[config.mk]
export PLATFORM = sky130hd
export DESIGN_NAME = pipeline_stall_controller
export DESIGN_NICKNAME = d
export VERILOG_FILES = /design/src/rtl/pipeline_ctrl_pkg.sv /design/src/rtl/load_use_detect.sv /design/src/rtl/pipeline_stall_controller.sv
export SDC_FILE = /design/constraint.sdc
export NUM_CORES = 1
export LEC_CHECK = 0
export ABC_CLOCK_PERIOD_IN_PS = 3800
export CELL_PAD_IN_SITES_DETAIL_PLACEMENT = 0
export CELL_PAD_IN_SITES_GLOBAL_PLACEMENT = 1
export CORE_UTILIZATION = 33
export DETAILED_ROUTE_END_ITERATION = 12
export DONT_BUFFER_PORTS = 1
export MAX_ROUTING_LAYER = met4
export PLACE_DENSITY = 0.66
export RECOVER_POWER = 50
export SLEW_MARGIN = 20
export SYNTH_ARGS = -nofsm -noshare
export SYNTH_HDL_FRONTEND = slang
export SYNTH_SLANG_ARGS = --single-unit
export TNS_END_PERCENT = 5
[constraint.sdc]
create_clock -name clk -period 3.8 [get_ports clk]
set_input_delay 0.38 -clock clk [delete_from_list [all_inputs] [get_ports clk]]
set_output_delay 0.38 -clock clk [all_outputs]
set_load 0.02 [all_outputs]
[src/rtl/pipeline_ctrl_pkg.sv]
// Shared definitions for the pipeline stall controller: register-index width,
// FSM state encoding and the control-output bundle driven toward the pipeline.
package pipeline_ctrl_pkg;

  localparam int REG_W   = 5;
  localparam int WAIT_W  = 8;
  localparam int FLUSH_W = 3;

  typedef enum logic [1:0] {
    RUN      = 2'd0,
    MEM_WAIT = 2'd1,
    BR_FLUSH = 2'd2,
    ERROR    = 2'd3
  } state_t;

  typedef struct packed {
    logic write_pc;
    logic write_ifid;
    logic flush_ctrl_bits;
    logic flush_ifid;
    logic freeze_back;
  } ctrl_t;

  // Canonical output combinations; every state/event picks exactly one of these
  localparam ctrl_t CTRL_RUN    = '{write_pc: 1'b1, write_ifid: 1'b1, flush_ctrl_bits: 1'b0,
                                    flush_ifid: 1'b0, freeze_back: 1'b0};
  localparam ctrl_t CTRL_BUBBLE = '{write_pc: 1'b0, write_ifid: 1'b0, flush_ctrl_bits: 1'b1,
                                    flush_ifid: 1'b0, freeze_back: 1'b0};
  localparam ctrl_t CTRL_FLUSH  = '{write_pc: 1'b1, write_ifid: 1'b1, flush_ctrl_bits: 1'b0,
                                    flush_ifid: 1'b1, freeze_back: 1'b0};
  localparam ctrl_t CTRL_FREEZE = '{write_pc: 1'b0, write_ifid: 1'b0, flush_ctrl_bits: 1'b0,
                                    flush_ifid: 1'b0, freeze_back: 1'b1};

endpackage

[src/rtl/load_use_detect.sv]
// Load-use hazard comparator: a load in ID/EX whose destination feeds either
// source operand of the instruction currently in IF/ID. r0 never creates a hazard.
module load_use_detect
  import pipeline_ctrl_pkg::*;
(
  input  logic             mem_read,
  input  logic [REG_W-1:0] rt_idex,
  input  logic [REG_W-1:0] rs_ifid,
  input  logic [REG_W-1:0] rt_ifid,
  output logic             hazard
);

  logic dest_live;
  logic src_match;

  assign dest_live = mem_read && (rt_idex != '0);
  assign src_match = (rt_idex == rs_ifid) || (rt_idex == rt_ifid);
  assign hazard    = dest_live && src_match;

endmodule

[src/rtl/pipeline_stall_controller.sv]
// Hazard/stall controller: load-use bubbles, branch IF/ID flushes, memory-busy
// freezes with timeout, and a saturating count of PC-stalled cycles.
module pipeline_stall_controller
  import pipeline_ctrl_pkg::*;
#(
  parameter int BRANCH_FLUSH_CYCLES = 1,
  parameter int MEM_TIMEOUT         = 255,
  parameter int CNT_W               = 16
) (
  input  logic             clk,
  input  logic             reset_n,
  input  logic             memRead_IDEX,
  input  logic [REG_W-1:0] rt_IDEX,
  input  logic [REG_W-1:0] rs_IFID,
  input  logic [REG_W-1:0] rt_IFID,
  input  logic             branch_taken,
  input  logic             mem_busy,
  output logic             write_PC,
  output logic             write_IFID,
  output logic             flush_CtrlBits,
  output logic             flush_IFID,
  output logic             freeze_back,
  output logic             mem_timeout_err,
  output logic [CNT_W-1:0] stall_count
);

  localparam logic [FLUSH_W-1:0] FLUSH_INIT = FLUSH_W'(BRANCH_FLUSH_CYCLES - 1);
  localparam logic [FLUSH_W-1:0] FLUSH_ONE  = FLUSH_W'(1);
  localparam logic [WAIT_W-1:0]  WAIT_LAST  = WAIT_W'(MEM_TIMEOUT - 1);
  localparam logic [CNT_W-1:0]   CNT_MAX    = '1;

  state_t             state;
  state_t             state_nxt;
  logic [FLUSH_W-1:0] flush_rem;
  logic [FLUSH_W-1:0] flush_rem_nxt;
  logic [WAIT_W-1:0]  wait_cnt;
  logic [WAIT_W-1:0]  wait_cnt_nxt;
  logic [CNT_W-1:0]   stall_cnt;
  logic               load_use;
  ctrl_t              ctrl;

  load_use_detect u_load_use_detect (
    .mem_read (memRead_IDEX),
    .rt_idex  (rt_IDEX),
    .rs_ifid  (rs_IFID),
    .rt_ifid  (rt_IFID),
    .hazard   (load_use)
  );

  always_comb begin
    ctrl          = CTRL_RUN;
    state_nxt     = state;
    flush_rem_nxt = flush_rem;
    wait_cnt_nxt  = wait_cnt;
    unique case (state)
      RUN: begin
        if (mem_busy) begin
          ctrl         = CTRL_FREEZE;
          state_nxt    = MEM_WAIT;
          wait_cnt_nxt = '0;
        end else if (load_use) begin
          ctrl = CTRL_BUBBLE;
        end else if (branch_taken) begin
          ctrl = CTRL_FLUSH;
          if (BRANCH_FLUSH_CYCLES > 1) begin
            state_nxt     = BR_FLUSH;
            flush_rem_nxt = FLUSH_INIT;
          end
        end
      end
      BR_FLUSH: begin
        // A freeze here keeps flush_rem so the flush resumes after the wait
        if (mem_busy) begin
          ctrl         = CTRL_FREEZE;
          state_nxt    = MEM_WAIT;
          wait_cnt_nxt = '0;
        end else begin
          ctrl          = CTRL_FLUSH;
          flush_rem_nxt = flush_rem - 1'b1;
          if (flush_rem == FLUSH_ONE) begin
            state_nxt = RUN;
          end
        end
      end
      MEM_WAIT: begin
        if (mem_busy) begin
          ctrl         = CTRL_FREEZE;
          wait_cnt_nxt = wait_cnt + 1'b1;
          if (wait_cnt == WAIT_LAST) begin
            state_nxt = ERROR;
          end
        end else begin
          state_nxt = (flush_rem != '0) ? BR_FLUSH : RUN;
        end
      end
      ERROR: begin
        ctrl = CTRL_FREEZE;
      end
      default: begin
        state_nxt = RUN;
      end
    endcase
  end

  always_ff @(posedge clk or negedge reset_n) begin
    if (!reset_n) begin
      state     <= RUN;
      flush_rem <= '0;
      wait_cnt  <= '0;
    end else begin
      state     <= state_nxt;
      flush_rem <= flush_rem_nxt;
      wait_cnt  <= wait_cnt_nxt;
    end
  end

  always_ff @(posedge clk or negedge reset_n) begin
    if (!reset_n) begin
      stall_cnt <= '0;
    end else if (!ctrl.write_pc && (stall_cnt != CNT_MAX)) begin
      stall_cnt <= stall_cnt + 1'b1;
    end
  end

  // Reset overrides the input-dependent decode so outputs are idle while held
  assign write_PC        = ctrl.write_pc   | ~reset_n;
  assign write_IFID      = ctrl.write_ifid | ~reset_n;
  assign flush_CtrlBits  = ctrl.flush_ctrl_bits & reset_n;
  assign flush_IFID      = ctrl.flush_ifid      & reset_n;
  assign freeze_back     = ctrl.freeze_back     & reset_n;
  assign mem_timeout_err = (state == ERROR) && reset_n;
  assign stall_count     = stall_cnt;

endmodule

==> qor.yml <==
ys_async_sr_fraction_pct: 100.0
antenna_found_initial: 0
grt_pass1_vias: 1398
netlist.area_leader.share_pct: 39.70
vdd.ir_drop.worst_mv: 0.1815
dieArea_sq_um: 5841
clk_pin_slew_ns: 0.06
path_buf_inv: 2
synth.distinct_cells: 37
start_util_pct: 35.12
drive_gt1_share_pct: 11.17
cp_top_family: "compound AO/OA/AOI/OAI gates"
rows: 26
drv_slew: 0
clockRootBuffer: "clkbuf_8"
n_antenna_cell: 0
post_cts_resized: 0
worstSetupPathType: "flip-flop to output pin"
clock-sinks: 29
synth_seq_area_share_pct: 39.70
avgSynthCellArea_sq_um: 10.04
layout_common_cells: "dfrtp_1 (29), nand2_1 (17), xnor2_1 (16)"
port_buffers: 0
hold_path.startpoint: "mem_busy"
cts-hold-fix-buffers: 2
hold_violations: 0
holdPathStages: 3
cts_buffer_depth: 2
fin_crit_ns: 2.860
critical_path_required_ns: 3.42
synth.area.top_cells: "dfrtp_1 (40%), ha_1 (8.2%), xnor2_1 (7.7%)"
start_kind: "flip-flop"
syn_area_sq_um: 1828
final_antenna_net_count: 0
hold_path_class: "input pin to flip-flop"
end_kind: "output pin"
grtUsageMet2_pct: 22.88
timing.fmax_mhz: 349.7
cts_buffers: 5
outcome: "complete, no violations"
power-per-cell-area_nw_per_um2: 630.1
gr-usage-met3_pct: 4.311
cts_tree: "done"
gr-total-overflow: 0
worst-r2r-setup-slack_ns: 1.44
io_pins: 42
vias: 1305
wl_per_cell_um: 14.26
routabilityCongestion: 0.7930
fillers: 519
setup_viol: 0
syn_inst: 182
synth_warnings: 0
slew_headroom_pct: 1.121
syn_to_final_growth_pct: 10.20
r2r_cells: 6
cts_setup_buffers: 0
layout_commonest_cell: "dfrtp_1"
drt_iter0_drc: 42
power.leakage_nw: 0.8566
r2r-end: "stall_count[1]$_DFFE_PN0P_"
grt_pass1_wl_um: 6375
rsz0062_at_grt: "false"
tns_ns: 0
gr-usage-met1_pct: 16.17
synth_area_leader_cell: "dfrtp_1"
cp_data_arrival_time_ns: 2.48
gr-usage-all-layers_pct: 14.05
drt-total-wl_um: 3679
critical_path.max_fanout: 17
htree_levels: 2
worstMarginPinSlew_ns: 1.483
die_w_um: 76.43
path_common_cell: "inv_1"
hpwl_um: 2741
clock_skew_ns: 0.002450
slowest_stage: "o311ai_4"
power_mw: 1.269
fin_hold_ws_ns: 0.3794
drc_errors: 0
clk_latency_ns: 0.27
dpl-instance-area_sq_um: 1884
post-route-period-util_pct: 75.26
synth_ff_type: "dfrtp_1"
nets: 219
cap_violations: 0
syn_nets: 214
finish.instance_area_sq_um: 2014
ys_seq_elements: 29
die_y_um: 76.43
grt_max_degree: 30
grt_busiest_layer: "met2"
slowest_delay_ns: 0.83
r2r_start: "state[0]$_DFFE_PN0P_"
firstDrtPassIters: 4
synth_edf_count: 0
vias_per_cell: 5.058
coreArea_sq_um: 5205
path_cells: "inv_1, ha_1, inv_1, o311ai_4, nand2_1"
hold_end: "flush_rem[2]$_DFFE_PN0P_"
cell type report:
class / count / area (sq um) / share of cell area, %
Tap cell: 70 / 87.58 / 4.348
Inverter: 8 / 30.03 / 1.491
Multi-Input combinational cell: 141 / 1041 / 51.68
Clock buffer: 7 / 86.33 / 4.286
Sequential cell: 29 / 725.7 / 36.02
Timing Repair Buffer: 2 / 13.76 / 0.6832
Clock inverter: 1 / 30.03 / 1.491
routing by layer:
layer | wire length, um | vias up
li1 | - | 642
met1 | 1659 | 622
met2 | 1816 | 35
met3 | 155 | 6
met4 | 48 | 0
met5 | 0 | -
flip-flops by register name (all words and copies together), names as in the netlist:
register     count
wait_cnt         8
state            2
flush_rem        3
stall_count     16
how the worst max path moves through the flow:
stage                         start          to  slack [ns]  depth (start not counted)
2_1_floorplan  state[0]$_DFFE_PN0P_    write_PC        1.55                          7
3_3_place_gp   state[0]$_DFFE_PN0P_    write_PC        1.32                          5
3_5_place_dp   state[0]$_DFFE_PN0P_  write_IFID        1.24                          5
4_1_cts        state[0]$_DFFE_PN0P_  write_IFID        0.93                          5
5_1_grt        state[0]$_DFFE_PN0P_    write_PC        0.74                          5
6_report       state[0]$_DFFE_PN0P_  write_IFID        0.94                          5
Yosys cell counts (3+ instances only):
library cell and instances:
and3_1 8, or3_1 4, a21oi_1 7, nor2_1 10, and4_1 4, nand3_2 5, nand4_1 8, inv_1 7
xor2_1 14, o211ai_1 3, nand2_1 17, nand3_1 5, xnor2_1 16, o21ai_0 6, ha_1 12, dfrtp_1 29
cells by family (layout without fill, tap and decap cells):
family,Yosys count,after routing,share of synthesized area (%)
adder cells (fa/ha/maj),12,12,8.213
flip-flops,29,29,39.70
buffers and inverters,12,18,3.353
AO/OA/AOI/OAI,25,25,9.926
XOR/XNOR,30,30,14.37
multiplexers,1,1,0.6160
AND/OR/NAND/NOR,73,73,23.82
metrics by stage:
step           utilization [%]  worst slack, ns  cells
6_report                 38.70           0.9401    258
5_1_grt                  38.70           0.7410    258
4_1_cts                  39.01           0.9349    258
3_5_place_dp             36.20            1.240    248
3_3_place_gp             36.20            1.316    248
2_1_floorplan                -            1.546    182
where the power goes:
part	internal, mW	switching, mW
combinational	0.172	0.250
sequential	0.384	0.138
clock	0.213	0.112
total	0.769	0.500
worst min-delay path, cell delays in order:
cell and delay (ns):
inv_2 0.07, nand3_1 0.11, xnor2_1 0.06
No activity file was read; power rests on OpenSTA's default activity.
